### config.mk
export PLATFORM = sky130hd
export DESIGN_NAME = uart_fifo_top
export DESIGN_NICKNAME = d
export VERILOG_FILES = /design/src/rtl/uart_fifo_top.sv
export SDC_FILE = /design/constraint.sdc
export NUM_CORES = 1
export LEC_CHECK = 0
export CAP_MARGIN = 10
export CORE_MARGIN = 4
export CORE_UTILIZATION = 35
export CTS_BUF_LIST = sky130_fd_sc_hd__clkbuf_2 sky130_fd_sc_hd__clkbuf_4 sky130_fd_sc_hd__clkbuf_8
export CTS_CLUSTER_DIAMETER = 80
export DETAILED_ROUTE_END_ITERATION = 8
export PLACE_DENSITY = 0.57
export SYNTH_ARGS = -nofsm -noshare
export SYNTH_HDL_FRONTEND = slang
export SYNTH_SLANG_ARGS = --single-unit
### constraint.sdc
create_clock -name clk -period 5.4 [get_ports clk]
set_clock_uncertainty 0.1 [all_clocks]
set_input_delay 0.54 -clock clk [delete_from_list [all_inputs] [get_ports clk]]
set_output_delay 0.54 -clock clk [all_outputs]
set_load 0.05 [all_outputs]
### src/rtl/uart_fifo_top.sv
// FIFO-buffered UART subsystem for the strobe-decoded port bus: TX/RX bit engines,
// TX/RX FIFOs, a TX drain FSM, an RX capture FSM, status/count reads and a level interrupt.
module uart_fifo_top #(
  parameter int TX_DEPTH = 16,
  parameter int RX_DEPTH = 16
) (
  input  logic        clk,
  input  logic        rst,
  input  logic        EIGHT,
  input  logic        PEN,
  input  logic        OHEL,
  input  logic [18:0] k,
  input  logic        RX,
  input  logic [15:0] READS,
  input  logic [15:0] WRITES,
  input  logic [7:0]  OUT_PORT,
  output logic        TX,
  output logic [7:0]  IN_PORT,
  output logic        INT
);
  localparam int TXAW = $clog2(TX_DEPTH);
  localparam int RXAW = $clog2(RX_DEPTH);

  localparam logic [1:0] TX_IDLE = 2'd0;
  localparam logic [1:0] TX_LOAD = 2'd1;
  localparam logic [1:0] TX_BUSY = 2'd2;
  localparam logic [1:0] TX_DONE = 2'd3;
  localparam logic [1:0] RX_IDLE = 2'd0;
  localparam logic [1:0] RX_CAP  = 2'd1;
  localparam logic [1:0] RX_WAIT = 2'd2;

  logic [1:0]    tx_st_q, tx_st_d, rx_st_q, rx_st_d;
  logic [3:0]    ier_q, ier_d;
  logic          txovr_q, txovr_d, rxovr_q, rxovr_d, int_q, int_d;
  logic          txrdy_s, rxrdy_s, perr_s, ferr_s, ovf_s;
  logic [7:0]    rx_data_s, tx_head_s, status_s;
  logic [9:0]    rx_head_s;
  logic [TXAW:0] tx_cnt_s;
  logic [RXAW:0] rx_cnt_s;
  logic          tx_full_s, tx_empty_s, rx_full_s, rx_empty_s;
  logic          tx_push_s, tx_load_s, rx_push_s, rx_pop_s, stat_rd_s, txidle_s;
  logic          unused_s;

  assign tx_push_s = WRITES[0];
  assign tx_load_s = (tx_st_q == TX_LOAD);
  assign rx_push_s = (rx_st_q == RX_CAP);
  assign stat_rd_s = READS[1];
  assign rx_pop_s  = READS[0] & ~READS[1];
  assign txidle_s  = tx_empty_s & (tx_st_q == TX_IDLE) & txrdy_s;
  assign unused_s  = ^{READS[15:4], WRITES[15:2]};
  assign INT       = int_q;

  uart_tx_eng u_tx (
    .clk_i(clk), .rst_i(rst), .eight_i(EIGHT), .pen_i(PEN), .ohel_i(OHEL), .k_i(k),
    .load_i(tx_load_s), .data_i(tx_head_s), .tx_o(TX), .txrdy_o(txrdy_s)
  );

  uart_rx_eng u_rx (
    .clk_i(clk), .rst_i(rst), .rx_i(RX), .eight_i(EIGHT), .pen_i(PEN), .ohel_i(OHEL), .k_i(k),
    .clr_i(rx_push_s), .rxrdy_o(rxrdy_s), .perr_o(perr_s), .ferr_o(ferr_s), .ovf_o(ovf_s),
    .data_o(rx_data_s)
  );

  uart_fifo #(.WIDTH(8), .DEPTH(TX_DEPTH)) u_txf (
    .clk_i(clk), .rst_i(rst), .push_i(tx_push_s), .pop_i(tx_load_s), .wdata_i(OUT_PORT),
    .rdata_o(tx_head_s), .count_o(tx_cnt_s), .full_o(tx_full_s), .empty_o(tx_empty_s)
  );

  uart_fifo #(.WIDTH(10), .DEPTH(RX_DEPTH)) u_rxf (
    .clk_i(clk), .rst_i(rst), .push_i(rx_push_s), .pop_i(rx_pop_s),
    .wdata_i({ferr_s, perr_s, rx_data_s}), .rdata_o(rx_head_s), .count_o(rx_cnt_s),
    .full_o(rx_full_s), .empty_o(rx_empty_s)
  );

  // Status byte and priority read mux; head error flags are masked while the RX FIFO is empty
  always_comb begin
    status_s = {rx_full_s, txovr_q, txidle_s, rxovr_q, rx_head_s[9] & ~rx_empty_s,
                rx_head_s[8] & ~rx_empty_s, ~tx_full_s, ~rx_empty_s};
    if (READS[1]) begin
      IN_PORT = status_s;
    end else if (READS[0]) begin
      IN_PORT = rx_empty_s ? 8'h00 : rx_head_s[7:0];
    end else if (READS[2]) begin
      IN_PORT = 8'(rx_cnt_s);
    end else if (READS[3]) begin
      IN_PORT = 8'(tx_cnt_s);
    end else begin
      IN_PORT = 8'h00;
    end
  end

  // Sticky overflow flags: a set in the same cycle as a STATUS read wins over the clear
  always_comb begin
    ier_d   = WRITES[1] ? OUT_PORT[3:0] : ier_q;
    txovr_d = (tx_push_s & tx_full_s) | (txovr_q & ~stat_rd_s);
    rxovr_d = (rx_push_s & rx_full_s) | ovf_s | (rxovr_q & ~stat_rd_s);
    int_d   = |(ier_q & {txidle_s, rxovr_q | txovr_q, ~tx_full_s, ~rx_empty_s});
  end

  // TX drain FSM: one byte in flight, handshaking on the engine's TXRDY
  always_comb begin
    tx_st_d = tx_st_q;
    case (tx_st_q)
      TX_IDLE: tx_st_d = (!tx_empty_s && txrdy_s) ? TX_LOAD : TX_IDLE;
      TX_LOAD: tx_st_d = TX_BUSY;
      TX_BUSY: tx_st_d = txrdy_s ? TX_BUSY : TX_DONE;
      TX_DONE: tx_st_d = txrdy_s ? TX_IDLE : TX_DONE;
      default: tx_st_d = TX_IDLE;
    endcase
  end

  // RX capture FSM: CAP pushes the completed frame and clears the engine's RXRDY
  always_comb begin
    rx_st_d = rx_st_q;
    case (rx_st_q)
      RX_IDLE: rx_st_d = rxrdy_s ? RX_CAP : RX_IDLE;
      RX_CAP:  rx_st_d = RX_WAIT;
      RX_WAIT: rx_st_d = rxrdy_s ? RX_WAIT : RX_IDLE;
      default: rx_st_d = RX_IDLE;
    endcase
  end

  // Control and status registers
  always_ff @(posedge clk) begin
    if (rst) begin
      tx_st_q <= TX_IDLE;
      rx_st_q <= RX_IDLE;
      ier_q   <= 4'd0;
      txovr_q <= 1'b0;
      rxovr_q <= 1'b0;
      int_q   <= 1'b0;
    end else begin
      tx_st_q <= tx_st_d;
      rx_st_q <= rx_st_d;
      ier_q   <= ier_d;
      txovr_q <= txovr_d;
      rxovr_q <= rxovr_d;
      int_q   <= int_d;
    end
  end
endmodule

// Circular FIFO; a push while full is dropped even if a pop happens on the same edge.
module uart_fifo #(
  parameter int WIDTH = 8,
  parameter int DEPTH = 16,
  localparam int AW = $clog2(DEPTH)
) (
  input  logic             clk_i,
  input  logic             rst_i,
  input  logic             push_i,
  input  logic             pop_i,
  input  logic [WIDTH-1:0] wdata_i,
  output logic [WIDTH-1:0] rdata_o,
  output logic [AW:0]      count_o,
  output logic             full_o,
  output logic             empty_o
);
  logic [WIDTH-1:0] mem_q [DEPTH];
  logic [AW-1:0]    wr_q, rd_q;
  logic [AW:0]      cnt_q;
  logic             push_ok_s, pop_ok_s;

  assign full_o    = (cnt_q == (AW+1)'(DEPTH));
  assign empty_o   = (cnt_q == '0);
  assign push_ok_s = push_i & ~full_o;
  assign pop_ok_s  = pop_i & ~empty_o;
  assign rdata_o   = mem_q[rd_q];
  assign count_o   = cnt_q;

  // Storage array, not reset
  always_ff @(posedge clk_i) begin
    if (push_ok_s) begin
      mem_q[wr_q] <= wdata_i;
    end
  end

  // Pointers wrap naturally because DEPTH is a power of two
  always_ff @(posedge clk_i) begin
    if (rst_i) begin
      wr_q  <= '0;
      rd_q  <= '0;
      cnt_q <= '0;
    end else begin
      if (push_ok_s) wr_q <= wr_q + AW'(1'b1);
      if (pop_ok_s)  rd_q <= rd_q + AW'(1'b1);
      cnt_q <= cnt_q + (AW+1)'(push_ok_s) - (AW+1)'(pop_ok_s);
    end
  end
endmodule

// Serial transmitter: start, 7/8 data bits LSB first, optional parity, one stop; k clocks per bit.
module uart_tx_eng (
  input  logic        clk_i,
  input  logic        rst_i,
  input  logic        eight_i,
  input  logic        pen_i,
  input  logic        ohel_i,
  input  logic [18:0] k_i,
  input  logic        load_i,
  input  logic [7:0]  data_i,
  output logic        tx_o,
  output logic        txrdy_o
);
  logic        busy_q, par_s;
  logic [10:0] sh_q, frame_s;
  logic [3:0]  bits_q, nbits_s;
  logic [18:0] tmr_q, k_m1_s;

  assign k_m1_s  = (k_i == 19'd0) ? 19'd0 : k_i - 19'd1;
  assign tx_o    = sh_q[0];
  assign txrdy_o = ~busy_q;

  // Frame assembly; OHEL=1 selects odd parity
  always_comb begin
    par_s = ^(eight_i ? data_i : {1'b0, data_i[6:0]}) ^ ohel_i;
    if (eight_i) begin
      frame_s = {1'b1, pen_i ? par_s : 1'b1, data_i, 1'b0};
      nbits_s = pen_i ? 4'd11 : 4'd10;
    end else begin
      frame_s = {2'b11, pen_i ? par_s : 1'b1, data_i[6:0], 1'b0};
      nbits_s = pen_i ? 4'd10 : 4'd9;
    end
  end

  // Bit shifter; the line rests high whenever the shifter is empty
  always_ff @(posedge clk_i) begin
    if (rst_i) begin
      busy_q <= 1'b0;
      sh_q   <= '1;
      bits_q <= 4'd0;
      tmr_q  <= 19'd0;
    end else if (!busy_q) begin
      if (load_i) begin
        busy_q <= 1'b1;
        sh_q   <= frame_s;
        bits_q <= nbits_s;
        tmr_q  <= k_m1_s;
      end
    end else if (tmr_q == 19'd0) begin
      tmr_q <= k_m1_s;
      if (bits_q == 4'd1) begin
        busy_q <= 1'b0;
        sh_q   <= '1;
      end else begin
        sh_q   <= {1'b1, sh_q[10:1]};
        bits_q <= bits_q - 4'd1;
      end
    end else begin
      tmr_q <= tmr_q - 19'd1;
    end
  end
endmodule

// Serial receiver: samples mid-bit after a synchronised start edge; CLR acknowledges RXRDY.
module uart_rx_eng (
  input  logic        clk_i,
  input  logic        rst_i,
  input  logic        rx_i,
  input  logic        eight_i,
  input  logic        pen_i,
  input  logic        ohel_i,
  input  logic [18:0] k_i,
  input  logic        clr_i,
  output logic        rxrdy_o,
  output logic        perr_o,
  output logic        ferr_o,
  output logic        ovf_o,
  output logic [7:0]  data_o
);
  localparam logic [1:0] S_IDLE  = 2'd0;
  localparam logic [1:0] S_START = 2'd1;
  localparam logic [1:0] S_BITS  = 2'd2;

  logic        s1_q, s2_q, par_q, rxrdy_q, perr_q, ferr_q, ovf_q;
  logic [1:0]  st_q;
  logic [3:0]  idx_q, ndata_s;
  logic [7:0]  sh_q, data_q, dat_s;
  logic [18:0] tmr_q, k_m1_s, half_m1_s;

  assign k_m1_s    = (k_i == 19'd0) ? 19'd0 : k_i - 19'd1;
  assign half_m1_s = (k_i[18:1] == 18'd0) ? 19'd0 : {1'b0, k_i[18:1]} - 19'd1;
  assign ndata_s   = eight_i ? 4'd8 : 4'd7;
  assign dat_s     = eight_i ? sh_q : {1'b0, sh_q[6:0]};
  assign rxrdy_o   = rxrdy_q;
  assign perr_o    = perr_q;
  assign ferr_o    = ferr_q;
  assign ovf_o     = ovf_q;
  assign data_o    = data_q;

  // Synchroniser, bit sampler and result registers; a frame completing wins over CLR
  always_ff @(posedge clk_i) begin
    if (rst_i) begin
      s1_q <= 1'b1; s2_q <= 1'b1; st_q <= S_IDLE; tmr_q <= 19'd0; idx_q <= 4'd0;
      sh_q <= 8'd0; par_q <= 1'b0; rxrdy_q <= 1'b0; perr_q <= 1'b0; ferr_q <= 1'b0;
      ovf_q <= 1'b0; data_q <= 8'd0;
    end else begin
      s1_q <= rx_i;
      s2_q <= s1_q;
      if (clr_i) begin
        rxrdy_q <= 1'b0;
        ovf_q   <= 1'b0;
      end
      case (st_q)
        S_IDLE: begin
          if (!s2_q) begin
            st_q  <= S_START;
            tmr_q <= half_m1_s;
          end
        end
        S_START: begin
          if (tmr_q != 19'd0) begin
            tmr_q <= tmr_q - 19'd1;
          end else if (s2_q) begin
            st_q <= S_IDLE;
          end else begin
            st_q  <= S_BITS;
            tmr_q <= k_m1_s;
            idx_q <= 4'd0;
          end
        end
        S_BITS: begin
          if (tmr_q != 19'd0) begin
            tmr_q <= tmr_q - 19'd1;
          end else begin
            tmr_q <= k_m1_s;
            idx_q <= idx_q + 4'd1;
            if (idx_q < ndata_s) begin
              sh_q[idx_q[2:0]] <= s2_q;
            end else if (pen_i && idx_q == ndata_s) begin
              par_q <= s2_q;
            end else begin
              st_q    <= S_IDLE;
              data_q  <= dat_s;
              perr_q  <= pen_i & (^{dat_s, par_q, ohel_i});
              ferr_q  <= ~s2_q;
              rxrdy_q <= 1'b1;
              if (rxrdy_q && !clr_i) ovf_q <= 1'b1;
            end
          end
        end
        default: st_q <= S_IDLE;
      endcase
    end
  end
endmodule

==> results.md, run 1 <==
* Top FF cell, synth: edfxtp_1
* Most frequent cells in the layout: 288 x edfxtp_1, 152 x nor2_1, 125 x dfxtp_1
* DRT antenna net count at 0
* Run status: finished, final reports clean
* Syn Area/Cell at 12.8 sq um
* Worst R2R Setup Slack at 1.87 ns
* Initial antenna violation count at 3
* Slew @ Worst Pin at 1.17 ns
* Flip-flop and latch area at 11200 sq um
* CTS tree: built
* Commonest non-fill, non-tap cell in the layout: edfxtp_1
* Drt first pass iters at 5
* Leakage at 7.21 nW
* Setup bufs post-CTS at 0
* Cts repair resizes at 0
* CP Max Fanout at 20
* Total Wirelength at 45400 microns
* Largest net degree at the start of global routing at 91
* Total power at 0.00893 W
* Worst Setup End Kind: output pin
* CORE AREA at 52600 sq um
* DRC viols at 0
* Util after Layout at 0.409
* Final setup vio count at 0
* Syn Inst Count at 1449
* DR WL/cell at 20.0 microns
* CP Launch Type: flop
* MaxCap Viol Count at 0
* Die height at 239 microns
* Tmin final at 4.50 ns
* Register area share after synthesis at 0.602
* Post-synth EDFFs at 288
* Post-synthesis async set-or-reset flop share at 0
* Pwr Density at 415 nW/um^2
* Kind of critical path: reg2out
* Sink Count at 415
* Via density at 5.31
* Slew margin rel. at 0.221
* Area of the multi-input gates at 6970 sq um
* Synth Net Count at 1555
* FF-to-FF path depth at 14
* H-Tree Depth at 3
* CTS root buffer: clkbuf_8
* IO buf count at 48
* Critical Path RT at 4.76 ns
* Total GRT Usage at 0.159
* R2r endpoint: u_rxf.count_o[4]$_SDFF_PP0_
* Slew Limit Fails at 0
* Hold WC Path Type: in2reg
* RSZ-0062 raised after global routing: no
* Clock latency on the worst-skew pair at 0.65 ns
* Initial Util at 0.354
* # rows at 84
* DP Wirelength at 29500 microns
* Worst R2R Start: u_rxf.count_o[2]$_SDFF_PP0_
* Cts hold-fix bufs at 0
* Hold Vio Cnt, Final at 0
* Global-route wire length before repair at 70000 microns
* I/O Pins at 75
* Num CTS Buffers at 73
* Synth warnings at 0
* Setup total negative slack at 0 ns
* Worst VDD drop at 0.149 mV
* Synthesized flop and latch total at 415
* Worst-path clk slew at 0.06 ns
* Clock Path Buffers at 3
* Synthesis-to-layout area growth at 15.5%
* Final period util at 0.833
* Routability congestion estimate at 0.877
* Final nets at 1632
* Mapped Area at 18600 sq um
* Number of fill cells in the layout at 4824
* Max Fclk at 222 MHz
* Layout cells sized above 1 at 0.170
* Congestion Overflow GR at 0
* Vias at 12046
* Distinct cells, synth at 67
* Die W at 239 microns
* Worst Setup EP: IN_PORT[1]
* Vias in the first global route at 12031
* 1st-iter DRT viols at 827
* Arrival @ worst endpoint at 3.86 ns
* Die Area at 56900 sq um
## worst max-delay path, stage by stage (launching register included)
cell	delay (ns)
dfxtp_2	0.84
mux4_2	0.60
mux4_2	0.54
a311oi_1	0.33
a21oi_1	0.15
clkdlybuf4s50_1	0.76
## where the power goes
| group | switching (W) | internal [W] | total, W | leakage, nW |
|---|---|---|---|---|
| sequential | 0.000229 | 0.00359 | 0.00382 | 3.71 |
| clock | 0.00131 | 0.00174 | 0.00305 | 0.810 |
| combinational | 0.00117 | 0.000888 | 0.00206 | 2.70 |
| total | 0.00271 | 0.00622 | 0.00893 | 7.21 |
## cells by family after synthesis
group / after synthesis / synth area share
and+or+nand+nor: 435 / 0.110
DFF: 415 / 0.602
AOI/OAI and AO/OA: 256 / 0.0865
buffers and inverters: 126 / 0.0257
muxes: 101 / 0.112
xor gates and xnor gates: 75 / 0.0360
adders and majority gates: 41 / 0.0284
## sequential cells by signal, indices dropped and copies added, names as in the netlist, 8 cells and up, named ones only
name         flops
u_tx.sh_q       10
u_rxf.mem_q    160
u_txf.mem_q    128
u_rx.tmr_q      19
u_rx.sh_q        8
u_tx.tmr_q      19
u_rx.data_o      8
## per-layer routing
metal	GRT usage	up-vias	wire, microns
li1	-	5630	-
met1	0.219	6014	20600
met5	0	-	20
met2	0.253	329	21500
met3	0.0310	71	2300
met4	0.0549	2	1000
## cell usage after synthesis (5+ instances only)
cell | count | share of area
o31ai_1 | 7 | 0.0028
edfxtp_1 | 288 | 0.46
nand4_1 | 12 | 0.0040
or3_1 | 19 | 0.0064
and3_1 | 6 | 0.0020
nand3_1 | 35 | 0.0094
or2_2 | 6 | 0.0020
nand2b_1 | 7 | 0.0024
a22oi_1 | 8 | 0.0032
a32oi_1 | 7 | 0.0033
nor2b_1 | 14 | 0.0047
o21a_1 | 5 | 0.0020
dfxtp_1 | 127 | 0.14
xor2_1 | 37 | 0.017
xnor2_1 | 37 | 0.017
mux2i_1 | 15 | 0.0081
a21oi_1 | 82 | 0.022
inv_1 | 43 | 0.0087
nor4b_1 | 5 | 0.0024
nor3_1 | 40 | 0.011
nor4_1 | 5 | 0.0017
nand2_1 | 111 | 0.022
a211oi_1 | 12 | 0.0048
ha_1 | 39 | 0.026
o211ai_1 | 17 | 0.0069
o22ai_1 | 10 | 0.0034
or4_1 | 5 | 0.0020
clkbuf_1 | 64 | 0.013
a31oi_1 | 15 | 0.0050
o21ai_0 | 56 | 0.015
buf_1 | 14 | 0.0028
a22o_1 | 5 | 0.0024
nor2_1 | 152 | 0.031
mux4_2 | 86 | 0.10
## cell type report
class / instances / share of cell area
diodes: 2 / 0.000233
clock buffers: 104 / 0.0599
clock inverters: 23 / 0.0115
inverters: 44 / 0.00768
multi-input cells: 908 / 0.324
flip-flops and latches: 415 / 0.521
well taps: 688 / 0.0401
repair buffers: 84 / 0.0354
## stage by stage
| step | setup slack, ns | instances | hold WS, ns | instance area, sq um |
|---|---|---|---|---|
| global route | 0.706 | 2267 | 0.0800 | 21500 |
| floorplan | 2.18 | 1449 | 0.289 | 18600 |
| global placement | 1.34 | 2139 | 0.301 | 20000 |
| finish | 0.899 | 2268 | 0.0873 | 21500 |
| CTS | 0.827 | 2266 | 0.0385 | 21500 |
| detailed placement | 1.34 | 2139 | 0.299 | 20000 |
## worst min path at each step
stage	to	depth (start not counted)	slack (ns)	start
finish	u_rx.tmr_q[5]$_SDFFE_PP0P_	2	0.09	rst
global route	u_rx.tmr_q[12]$_SDFFE_PP0P_	2	0.08	rst
CTS	u_rx.tmr_q[12]$_SDFFE_PP0P_	2	0.04	rst
detailed placement	u_rx.s2_q$_SDFF_PP1_	1	0.30	u_rx.s1_q$_SDFF_PP1_
global placement	u_rx.s2_q$_SDFF_PP1_	1	0.30	u_rx.s1_q$_SDFF_PP1_
floorplan	u_rx.s2_q$_SDFF_PP1_	1	0.29	u_rx.s1_q$_SDFF_PP1_
Note: power is estimated with default switching activity, not from simulation.
==> inputs of run 2 (changes only) <==
Settings changed: PLACE_DENSITY 0.57 to 0.59.
Clock period 5.4 ns to 3.85 ns, I/O delays scaled along.
==> run 2 against run 1 <==
Non-clock buffer count up 31. Sequential cell count unchanged. Global-route usage about the same. Design area up 0.87%. Clock-buffer cell count down 2. Hold slack better by 0.013 ns. Combinational power up 47%. Final cell count up 1.6%. Sequential share of layout area down 0.45 points. Power up 40%. Die area unchanged. Clock power up 35%. Highest routed layer unchanged.
==> results.md, run 2 (same netlist as run 1, synthesis figures left out) <==
* Run status: finished, final reports clean
* R2r endpoint: u_rxf.count_o[4]$_SDFF_PP0_
* IO buf count at 48
* Largest net degree at the start of global routing at 61
* CTS tree: built
* RSZ-0062 raised after global routing: no
* Initial antenna violation count at 2
* Tmin final at 3.66 ns
* Layout cells sized above 1 at 0.183
* Worst Setup End Kind: output pin
* Setup bufs post-CTS at 0
* Total Wirelength at 45400 microns
* Commonest non-fill, non-tap cell in the layout: edfxtp_1
* Clock Path Buffers at 3
* Slowest stage delay, CP at 0.56 ns
* Slew margin rel. at 0.418
* Num CTS Buffers at 74
* Slew @ Worst Pin at 0.872 ns
* Cts repair resizes at 6
* Worst R2R Setup Slack at 0.74 ns
* Die Area at 56900 sq um
* # rows at 84
* Drt first pass iters at 6
* Initial Util at 0.354
* Critical Path RT at 3.37 ns
* Area of the multi-input gates at 6950 sq um
* Final nets at 1664
* Top delay family on crit path: multiplexers
* Largest regs: u_rxf.mem_q: 160 flops, u_txf.mem_q: 128 flops
* Max Fclk at 273 MHz
* Cts hold-fix bufs at 0
* Crit-path cells: buf_16 -> mux4_2 -> mux4_2 -> a311oi_1 -> a21oi_1 -> buf_4
* Synthesis-to-layout area growth at 16.5%
* CP Max Fanout at 40
* Worst-path clk slew at 0.06 ns
* Util after Layout at 0.413
* DRT antenna net count at 0
* DP Wirelength at 29300 microns
* Number of flip-flops in the largest register at 160
* Worst R2R Start: u_rxf.count_o[3]$_SDFF_PP0_
* Fin cells at 2304
* Biggest register: u_rxf.mem_q
* Post-Place Cells at 2170
* Leakage at 7.40 nW
* Vias in the first global route at 12321
* Worst hold stages at 2
* Kind of critical path: reg2out
* CP bufs+invs at 2
* DRC viols at 0
* HP Start: rst
* Via density at 5.34
* Die W at 239 microns
* Slowest cell on crit path: mux4_2
* Most frequent cells in the layout: 288 x edfxtp_1, 152 x nor2_1, 125 x dfxtp_1
* CP Launch Type: flop
* Flip-flop and latch area at 11200 sq um
* Final setup vio count at 0
* DR WL/cell at 19.7 microns
* FF-to-FF path depth at 14
* Number of fill cells in the layout at 4900
* Pre-CTS WS at 0.520 ns
* Slew Limit Fails at 0
* Global-route wire length before repair at 70400 microns
* Congestion Overflow GR at 0
* Setup total negative slack at 0 ns
* Worst VDD drop at 0.234 mV
* I/O Pins at 75
* Arrival @ worst endpoint at 3.17 ns
* Hold path endpoint: u_txf.rd_q[0]$_SDFFE_PP0P_
* MaxCap Viol Count at 0
* Total GRT Usage at 0.159
* Vias at 12300
* H-Tree Depth at 3
* Hold Vio Cnt, Final at 0
* Final period util at 0.950
* Die height at 239 microns
* CTS root buffer: clkbuf_8
* CORE AREA at 52600 sq um
* Pwr Density at 575 nW/um^2
* Clock latency on the worst-skew pair at 0.65 ns
* Most used cell, CP: mux4_2
* Final setup margin at 0.192 ns
* Routability congestion estimate at 0.865
* Hold WC Path Type: in2reg
* Sink Count at 415
* 1st-iter DRT viols at 1078
-- run 2: power breakdown --
| part | switching [W] | internal (W) |
|---|---|---|
| registers | 0.000267 | 0.00504 |
| logic | 0.00171 | 0.00132 |
| clock network | 0.00187 | 0.00225 |
-- run 2: cell type report --
| cell class | instances | share of cell area |
|---|---|---|
| timing repair buffer | 115 | 0.0463 |
| tap | 688 | 0.0397 |
| inverter | 44 | 0.00762 |
| multi-input combinational | 908 | 0.321 |
| sequential | 415 | 0.516 |
| clock inverter | 31 | 0.0102 |
| clock buffer | 102 | 0.0590 |
| antenna | 1 | 0.000115 |
-- run 2: worst max path at each step --
stage	start	end	slack [ns]	depth (start not counted)
finish	flop	IN_PORT[4]	0.19	6
global route	flop	IN_PORT[4]	0.005	6
CTS	flop	IN_PORT[0]	0.09	8
detailed placement	flop	IN_PORT[0]	0.52	8
global placement	flop	IN_PORT[0]	0.51	8
floorplan	u_rxf.count_o[3]$_SDFF_PP0_	u_rxf.count_o[4]$_SDFF_PP0_	0.63	16
-- run 2: worst register-to-register path: stages, from the launching register on --
cell     delay [ns]
dfxtp_1        0.33
inv_1          0.08
ha_1           0.17
or4b_2         0.61
and3_1         0.23
ha_1           0.27
inv_1          0.04
ha_1           0.20
inv_1          0.07
fa_1           0.21
inv_1          0.05
a21oi_1        0.13
nor2_1         0.07
or3_1          0.35
a21oi_1        0.14
-- run 2: layer usage --
metal	track usage	wire length [microns]	vias up	part of all wire
li1	-	-	5709	-
met1	0.216	20300	6161	0.45
met2	0.258	21600	340	0.47
met3	0.0345	2470	88	0.054
met4	0.0480	1070	2	0.024
met5	0	13	-	0.00029
-- run 2: per-stage QoR --
stage,instance area (sq um),hold WS (ns),total power [W]
after detailed placement,20200,0.308,0.00843
after global placement,20200,0.301,0.00838
after CTS,21700,0.0433,0.0126
after floorplan,18600,0.289,0.00757
final,21700,0.100,0.0125
after global routing,21700,0.0677,0.0132
==> inputs of run 3 (changes only) <==
Settings changed: CORE_ASPECT_RATIO set to 1.25.
==> run 3 against run 2 <==
Register-to-register slack got worse by 0.12 ns. Final cell count decreased by 0.95%. Fmax up 1.0%. Global-route usage fell by 0.17 points. Clock-buffer cell count decreased by 15. Critical path type unchanged. Critical endpoint is now IN_PORT[7]. Largest cell class unchanged.
==> results.md, run 3 (same netlist as run 1, synthesis figures left out) <==
* Worst R2R Start: u_rxf.count_o[3]$_SDFF_PP0_
* DRC viols at 0
* Setup total negative slack at 0 ns
* Area after DPL at 20200 sq um
* Worst hold stages at 2
* Total GRT Usage at 0.157
* Number of flip-flops in the largest register at 160
* CTS tree: built
* Pre-CTS WS at 0.530 ns
* Slew @ Worst Pin at 0.912 ns
* Final instance area at 21600 sq um
* DR WL/cell at 19.9 microns
* Most frequent cells in the layout: 288 x edfxtp_1, 152 x nor2_1, 125 x dfxtp_1
* DRT antenna net count at 0
* Top sig layer: met5
* Total Wirelength at 45400 microns
* CP Max Fanout at 13
* I/O Pins at 75
* Number of fill cells in the layout at 4850
* CTS root buffer: clkbuf_8
* Met1 WL at 18500 microns
* CP Launch Type: flop
* Worst-path clk slew at 0.06 ns
* Die Area at 56900 sq um
* Slew margin rel. at 0.392
* Synthesis-to-layout area growth at 16.1%
* Max Fclk at 276 MHz
* Vias in the first global route at 12229
* Hold Slack at 0.275 ns
* Final nets at 1662
* Num CTS Buffers at 60
* Tmin final at 3.62 ns
* Via density at 5.31
* Worst VDD drop at 0.262 mV
* Drt first pass iters at 5
* Commonest non-fill, non-tap cell in the layout: edfxtp_1
* Util after Layout at 0.411
* # rows at 94
* Hold Vio Cnt, Final at 0
* Arrival @ worst endpoint at 3.13 ns
* Routability congestion estimate at 0.877
* Final setup margin at 0.230 ns
* CORE AREA at 52600 sq um
* Pwr Density at 564 nW/um^2
* Layout cells sized above 1 at 0.183
* Clock Path Buffers at 3
* Setup bufs post-CTS at 0
* Met2 wire len at 22800 microns
* Initial Util at 0.354
* DP Wirelength at 30800 microns
* Area of the multi-input gates at 6950 sq um
* Clock latency on the worst-skew pair at 0.64 ns
* Congestion Overflow GR at 0
* Initial antenna violation count at 2
* Metal3 WL at 2440 microns
* IO buf count at 48
* Biggest register: u_rxf.mem_q
* Global-route wire length before repair at 71000 microns
* Flip-flop and latch area at 11200 sq um
* Leakage at 7.39 nW
* Kind of critical path: reg2out
* HP Start: RX
* 1st-iter DRT viols at 915
* Largest net degree at the start of global routing at 84
* H-Tree Depth at 2
* RSZ-0062 raised after global routing: no
* Die W at 214 microns
* Critical Path RT at 3.37 ns
* FF-to-FF path depth at 14
* Worst R2R Setup Slack at 0.62 ns
* Vias at 12117
* Final period util at 0.940
* Hold WC Path Type: in2reg
* Worst Setup End Kind: output pin
* Die height at 266 microns
* Final setup vio count at 0
* Largest regs: u_rxf.mem_q: 160 flops, u_txf.mem_q: 128 flops
* Sink Count at 415
* Slew Limit Fails at 0
* R2r endpoint: u_rxf.count_o[4]$_SDFF_PP0_
* Hold path endpoint: u_rx.s1_q$_SDFF_PP1_
* MaxCap Viol Count at 0
* Run status: finished, final reports clean
==> run 3: cell count changes in the layout (fill, tap and decap cells not counted), moves of 2 or more <==
cell / previous run / this run
clkbuf_8: 82 / 67
buf_4: 67 / 80
clkinv_1: 15 / 10
bufinv_16: 1 / 5
clkinv_2: 8 / 10
clkinv_8: 2 / 0
dlygate4sd2_1: 6 / 4
==> run 3: repair_timing <==
item | CTS | global route
hold buffers | 1 | 0
setup endpoints to repair | 4 | 1
resized for setup | 4 | 0
endpoints found under the hold margin | 10 | 0
cloned | 0 | 1
==> run 3: worst max-delay path, cell delays in order, from the launching register on <==
cell and delay, ns:
dfxtp_2 0.50, clkbuf_16 0.27, mux4_2 0.52, mux4_2 0.53, a22o_1 0.26, dlygate4sd2_1 0.45
==> run 3: final cells by class <==
class,instances,share of cell area
multi-input cells,908,0.322
flip-flops and latches,415,0.518
clock inverters,27,0.0123
repair buffers,127,0.0510
clock buffers,87,0.0497
well taps,672,0.0389
inverters,44,0.00765
diodes,2,0.000232
==> run 3: how the worst max path moves through the flow <==
stage | startpoint | end | slack (ns) | cells after the start
floorplan | u_rxf.count_o[3]$_SDFF_PP0_ | u_rxf.count_o[4]$_SDFF_PP0_ | 0.63 | 16
global placement | flop | IN_PORT[3] | 0.52 | 6
detailed placement | flop | IN_PORT[7] | 0.53 | 5
CTS | flop | IN_PORT[1] | 0.11 | 7
global route | flop | IN_PORT[1] | 0.04 | 7
finish | flop | IN_PORT[7] | 0.23 | 5
==> run 3: power breakdown <==
part           switching (W)  internal [W]  total (W)
Clock                0.00170       0.00214    0.00384
Sequential          0.000280       0.00504    0.00532
Combinational        0.00170       0.00133    0.00303
==> run 3: layer usage <==
layer	track usage	vias to the layer above
met1	0.196	6022
met4	0.0594	2
met3	0.0242	83
met2	0.277	320
li1	-	5690
met5	0	-
==> run 3: per-stage QoR <==
step                power (W)  cells
floorplan             0.00757   1449
global placement      0.00839   2164
detailed placement    0.00845   2164
CTS                    0.0123   2279
global route           0.0129   2281
finish                 0.0122   2282
